**src/rtl/multiply_r.sv**
```systemverilog
// Iterative shift-add fraction multiplier: returns the upper WIDTH bits of a*b
// plus a sticky OR of the discarded lower half, retiring K multiplier bits per clock.
module multiply_r #(
   parameter int WIDTH = 8,
   parameter int K     = 1
) (
   input  logic             clk,
   input  logic             rst,
   input  logic             start,
   input  logic [WIDTH-1:0] a,
   input  logic [WIDTH-1:0] b,
   output logic             busy,
   output logic             done,
   output logic [WIDTH-1:0] prod,
   output logic             sticky
);

   localparam int N  = WIDTH / K;
   localparam int CW = $clog2(N + 1);

   // state  | meaning
   // S_IDLE | waiting for start
   // S_RUN  | N shift-add edges, then one edge to register the result
   // S_FIN  | done pulse; a new start is accepted here as in S_IDLE
   typedef enum logic [1:0] {S_IDLE, S_RUN, S_FIN} state_t;

   state_t           state_q, state_d;
   logic [WIDTH-1:0] mcand_q, mcand_d;
   logic [WIDTH-1:0] mq_q, mq_d;
   logic [WIDTH:0]   acc_q, acc_d;
   logic [CW-1:0]    cnt_q, cnt_d;
   logic [WIDTH-1:0] prod_q, prod_d;
   logic             sticky_q, sticky_d;

   logic [WIDTH:0]   acc_v;
   logic [WIDTH-1:0] mq_v;

   always_ff @(posedge clk or posedge rst) begin
      if (rst) begin
         state_q  <= S_IDLE;
         mcand_q  <= '0;
         mq_q     <= '0;
         acc_q    <= '0;
         cnt_q    <= '0;
         prod_q   <= '0;
         sticky_q <= 1'b0;
      end else begin
         state_q  <= state_d;
         mcand_q  <= mcand_d;
         mq_q     <= mq_d;
         acc_q    <= acc_d;
         cnt_q    <= cnt_d;
         prod_q   <= prod_d;
         sticky_q <= sticky_d;
      end
   end

   always_comb begin
      state_d  = state_q;
      mcand_d  = mcand_q;
      mq_d     = mq_q;
      acc_d    = acc_q;
      cnt_d    = cnt_q;
      prod_d   = prod_q;
      sticky_d = sticky_q;
      acc_v    = acc_q;
      mq_v     = mq_q;

      case (state_q)
         S_IDLE, S_FIN: begin
            if (start) begin
               mcand_d = a;
               mq_d    = b;
               acc_d   = '0;
               cnt_d   = '0;
               state_d = S_RUN;
            end else begin
               state_d = S_IDLE;
            end
         end
         S_RUN: begin
            if (cnt_q == CW'(N)) begin
               prod_d   = acc_q[WIDTH-1:0];
               sticky_d = |mq_q;
               state_d  = S_FIN;
            end else begin
               // acc is shifted right after every add, so its carry bit never overflows
               for (int i = 0; i < K; i++) begin
                  if (mq_v[0]) acc_v = acc_v + {1'b0, mcand_q};
                  {acc_v, mq_v} = {acc_v, mq_v} >> 1;
               end
               acc_d = acc_v;
               mq_d  = mq_v;
               cnt_d = cnt_q + CW'(1);
            end
         end
         default: state_d = S_IDLE;
      endcase
   end

   assign busy   = (state_q == S_RUN);
   assign done   = (state_q == S_FIN);
   assign prod   = prod_q;
   assign sticky = sticky_q;

endmodule
```
**config.mk**
```make
export PLATFORM = sky130hd
export DESIGN_NAME = multiply_r
export DESIGN_NICKNAME = d
export VERILOG_FILES = /design/src/rtl/multiply_r.sv
export SDC_FILE = /design/constraint.sdc
export NUM_CORES = 1
export LEC_CHECK = 0
export ABC_AREA = 1
export BUFFER_PORTS_ARGS = -buffer_cell sky130_fd_sc_hd__buf_4
export CORE_UTILIZATION = 58
export DETAILED_ROUTE_END_ITERATION = 8
export HOLD_SLACK_MARGIN = 0.12
export PLACE_DENSITY = 0.81
export SETUP_SLACK_MARGIN = 0.05
export SYNTH_ARGS = -nofsm -noshare
export SYNTH_HDL_FRONTEND = slang
export SYNTH_SLANG_ARGS = --single-unit
```
**constraint.sdc**
```tcl
create_clock -name clk -period 3.92 [get_ports clk]
set_input_delay 0.784 -clock clk [delete_from_list [all_inputs] [get_ports clk]]
set_output_delay 0.784 -clock clk [all_outputs]
set_load 0.02 [all_outputs]
```
==> After elaboration in Yosys (flattened, before gate mapping) <==
Cells that the tools add are included.
{ "word_totals": {"mem_count": 0, "in_bits": 19, "elab_cells": 35, "latch_bits": 0, "rom_bits": 0, "regBits": 40, "ramBits": 0, "output_inout_bits": 11} }
{ "op_classes": {"div": 0, "n_shift": 0, "muxes": 13, "n_lt_le_gt_ge": 0, "addsub": 2, "reduce_logical": 7, "n_eq_ne": 6, "mul": 0, "bitwise": 0} }
{ "op_table": {"columns": ["op", "count"], "rows": [
  ["9-bit 2-to-1 mux", 3],
  ["9-bit one-hot mux with 2 select lines", 1],
  ["8-bit 2-to-1 mux", 2],
  ["8-bit one-hot mux with 2 select lines", 1],
  ["9-bit by 8-bit adder with 9-bit output", 1],
  ["4-bit 2-to-1 mux", 2],
  ["4-bit one-hot mux with 2 select lines", 1],
  ["8-bit OR reduction", 1],
  ["4-bit by 1-bit adder with 4-bit output (second input constant)", 1],
  ["4-bit == test (second input constant)", 1],
  ["2-bit != test (second input constant)", 2],
  ["2-bit one-hot mux with 2 select lines", 1],
  ["2-bit AND reduction", 2],
  ["3-bit AND reduction", 1],
  ["2-bit by 1-bit == test with 1-bit output (second input constant)", 1],
  ["2-bit == test (second input constant)", 1],
  ["2-bit logical NOT", 1],
  ["2-bit 2-to-1 mux", 1],
  ["2-bit by 1-bit != test with 1-bit output (second input constant)", 1],
  ["2-bit nonzero test", 1],
  ["2-bit OR reduction", 1],
  ["1-bit 2-to-1 mux", 1]
]} }

==> Depth between registers and ports, before layout <==
{ "logic_depth": {"ltp_word": 4, "ltp_mapped": 12, "ltp_nobuf": 12} }

==> Least setup slack after synthesis <==
Ideal clock, no wire load.
{ "synth_path": {"path_kind": "register -> register", "startpoint": "reg mcand_q[0]", "endpoint": "reg acc_q[3]", "required_ns": 3.844, "setup_time_ns": 0.076, "path_stages_with_launch": 12, "n_path_buf": 0, "period_less_slack_ns": 1.612, "arrival_ns": 1.536, "path_slack_ns": 2.308, "cell_sequence": "dfrtp_1 ha_1 inv_1 fa_1 inv_1 nand2_1 nand2_1 nand2_1 or2_2 nand3_1 nand2_1 o21ai_1"} }
{ "synth_between": {"elab_chain_cells": 4} }
{ "synth_lines": {"columns": ["element", "line", "text"], "rows": [
  ["start: declaration", "28", "logic [WIDTH-1:0] mcand_q, mcand_d;"],
  ["start signal: assignment", "49", "mcand_q <= mcand_d;"],
  ["9-bit by 8-bit adder with 9-bit output", "89", "if (mq_v[0]) acc_v = acc_v + {1'b0, mcand_q};"],
  ["9-bit 2-to-1 mux", "89", null],
  ["9-bit 2-to-1 mux", "82", "if (cnt_q == CW'(N)) begin"],
  ["9-bit one-hot mux with 2 select lines", "69", "case (state_q)"],
  ["end signal: assignment", "43", "acc_q <= '0;"],
  ["end signal: assignment", "51", "acc_q <= acc_d;"],
  ["end: declaration", "30", "logic [WIDTH:0] acc_q, acc_d;"]
]} }
Every way passes these cells. The select of a mux whose other input is x is not followed.
A chain may end at the register's enable or synchronous reset.

==> Worst setup path in the final report <==
{ "layout_path": {"startpoint": "reg state_q[1]", "endpoint": "out busy"} }
{ "layout_between": {"elab_chain_cells": 1} }
{ "layout_lines": {"columns": ["element", "line", "text"], "rows": [
  ["start: declaration", "27", "state_t state_q, state_d;"],
  ["start signal: assignment", "48", "state_q <= state_d;"],
  ["2-bit by 1-bit == test with 1-bit output", "101", "assign busy = (state_q == S_RUN);"],
  ["end: declaration", "12", "output logic busy,"]
]} }
Every way passes these cells.

==> results.sh <==
export IMPL_cp_required_ns=3.14
export IMPL_drt_iter0_markers=78
export IMPL_grt_pass1_vias=1755
export IMPL_finalPower_mw=2.010
export IMPL_wirelength_um=4064
export IMPL_io_buffers=29
export IMPL_slowest_stage="dfrtp_1"
export IMPL_via_per_inst=5.200
export IMPL_row_count=21
export IMPL_hpwl_um=3098
export IMPL_cts_tree="done"
export IMPL_start_util_pct=62.23
export IMPL_critPathTopFamily="flip-flops"
export IMPL_die_area_mm2=0.003911
export IMPL_tightestPinTransition_ns=1.031
export IMPL_critPathBufInv=1
export IMPL_synth_net_count=287
export IMPL_wire_per_inst_um=12.13
export IMPL_synthMostInstantiatedCell="nand2_1"
export IMPL_slew_violations=0
export IMPL_p_leak_nw=1.267
export IMPL_place_gp_congestion=0.8754
export IMPL_grt_max_degree=29
export IMPL_ant_nets=0
export IMPL_powerDensity_mw_per_mm2=831.7
export IMPL_ctsResizeCount=0
export IMPL_postCtsSetupBuffers=0
export IMPL_num_io_pins=30
export IMPL_synthFlopType="dfrtp_1"
export IMPL_htreeDepth=2
export IMPL_synth_distinct_cells=30
export IMPL_fin_setup_tns_ns=0
export IMPL_synth_top_cells_by_area="dfrtp_1, nand2_1, ha_1"
export IMPL_whs_ns=0.4928
export IMPL_hold_class="reg -> reg"
export IMPL_criticalPathCategory="reg -> out"
export IMPL_path_cells="nor2_4 -> buf_4"
export IMPL_cp_end_kind="primary output"
export IMPL_slowest_delay_ns=0.42
export IMPL_tritoncts_num_buffers=5
export IMPL_netlist_area_mm2=0.002126
export IMPL_min_period_ns=2.138
export IMPL_peakVddDrop_uv=397.5
export IMPL_clk_pin_slew_worst_paths_ns=0.12
export IMPL_grt_util_all_layers_pct=24.66
export IMPL_path_max_fanout=16
export IMPL_status="complete, no violations"
export IMPL_ys_seq_elements=39
export IMPL_place_area_mm2=0.002364
export IMPL_nets=318
export IMPL_clk_latency_ns=0.36
export IMPL_synthToLayoutAreaGrowth_pct=13.71
export IMPL_cts_root_buffer="clkbuf_4"
export IMPL_design_area_mm2=0.002417
export IMPL_relSlewSlack_pct=31.19
export IMPL_synth_top_cell_area_share_pct=45.91
export IMPL_fin_util_pct=70.77
export IMPL_drc_errors=0
export IMPL_cts_buffer_depth=2
export IMPL_clock_fmax_mhz=467.6
export IMPL_holdBufCountCts=0
export IMPL_synthArstFlopShare_pct=100.0
export IMPL_cp_data_arrival_time_ns=1.35
export IMPL_synth_common_cells="nand2_1, dfrtp_1, inv_1"
export IMPL_seq_area_frac_synth_pct=45.91
export IMPL_n_antenna_cell=0
export IMPL_final_hold_violation_count=0
export IMPL_maxCapViolations=0
export IMPL_chipWidth_um=62.54
export IMPL_fin_skew_ns=0.01152
export IMPL_firstDrtPassIters=4
export IMPL_rsz0062_at_grt="no"
export IMPL_synth_largest_area_cell="dfrtp_1"
export IMPL_fp_coreArea_mm2=0.003416
export IMPL_final_period_utilization_pct=54.55
export IMPL_antenna_found_initial=0
export IMPL_startpoint_type="flop"
export IMPL_synth_warnings=0
export IMPL_synth_edf_count=0
export IMPL_synth_cells=257
export IMPL_syn_area_per_cell_um2=8.272
export IMPL_grt_first_pass_wirelength_um=7472
export IMPL_die_y_um=62.54
export IMPL_final_layout_size_suffix_gt1_share_pct=19.72
export IMPL_setup_viol=0
export IMPL_cts_sinks=39
export IMPL_routed_via_count=1742
export IMPL_grt_ovfl_total=0
metal layers:
layer | global-route usage (%) | vias to the layer above | wire (um)
met3 | 6.752 | 8 | 236
met2 | 39.67 | 44 | 1807
met1 | 31.69 | 805 | 1955
li1 | - | 885 | -
met5 | 0 | - | 0
met4 | 9.302 | 0 | 66
metrics by stage:
stage                     setup WS (ns)  std cells
after floorplan                   2.247        257
after global placement            2.043        327
after detailed placement          1.950        327
after CTS                         1.782        335
after global routing              1.684        335
final                             1.782        335
layout by cell type (no fill, tap or decap):
cell        instances
buf_4              30
fa_1                1
o22ai_1             2
o21ai_1             1
clkinvlp_4          1
o211ai_1            6
nor2_8              1
o21ai_4             1
dfrtp_1            39
clkinv_2            1
o31ai_1             1
nand2_1            81
nand2_2             1
nor2_1             12
inv_4               1
ha_1               10
nand2_4             1
o21ai_2             8
nand4_1             1
o21a_1              1
nor2_4              1
nor4_1              2
or2_2               5
o21ai_0            12
nand3b_1            1
a31oi_1             3
clkinv_1            2
nand3_1            11
a21oi_1            12
clkbuf_1            1
clkbuf_4            5
inv_1              33
inv_6               1
registers in the layout, summed over array words and instances (netlist names):
| register | flops |
|---|---|
| acc_q | 8 |
| cnt_q | 4 |
| mcand_q | 8 |
| mq_q | 8 |
| prod | 8 |
| state_q | 2 |
| sticky | 1 |
path summary, 6_finish.rpt:
kind                             from          to  slack, ns  depth (start not counted)
setup / recovery           state_q[1]        busy       1.78                          2
max in group asynchronous         rst  mcand_q[3]       2.51                          3
min in group asynchronous         rst     prod[2]       0.66                          2
hold reg to reg               prod[3]     prod[3]       0.49                          2
hold / removal                prod[3]     prod[3]       0.49                          2
setup reg to reg           mcand_q[0]    acc_q[3]       2.03                         11
where the power goes:
group / leakage [nW] / total, mW / switching [mW] / internal (mW)
logic: 0.752 / 1.10 / 0.691 / 0.406
registers: 0.487 / 0.709 / 0.132 / 0.577
clock network: 0.0282 / 0.204 / 0.135 / 0.0691
total: 1.27 / 2.01 / 0.958 / 1.05
worst register-to-register path: stages, from the launching register on:
cell and delay, ns:
dfrtp_1 0.40, ha_1 0.19, inv_1 0.06, fa_1 0.35
inv_1 0.07, nand2_1 0.07, nand2_1 0.08, nand2_1 0.09
or2_2 0.28, nand3_1 0.09, nand2_1 0.06, o21ai_1 0.08
layout make-up:
cell class	instances	area, um2
inverter	37	146.4
tap	46	57.56
timing repair buffer	30	225.2
sequential	39	975.9
multi-input combinational	175	958.4
clock inverter	2	12.51
clock buffer	6	41.29
fill	306	998.5
cell families (layout without fill, tap and decap cells):
group,count (synthesis),after routing,synth area share [%]
AND/OR/NAND/NOR,117,117,24.01
AO/OA/AOI/OAI,47,47,14.24
buffers and inverters,43,75,9.006
flip-flops,39,39,45.91
adder cells (fa/ha/maj),11,11,6.828
Power figures use the tool's default switching activity.
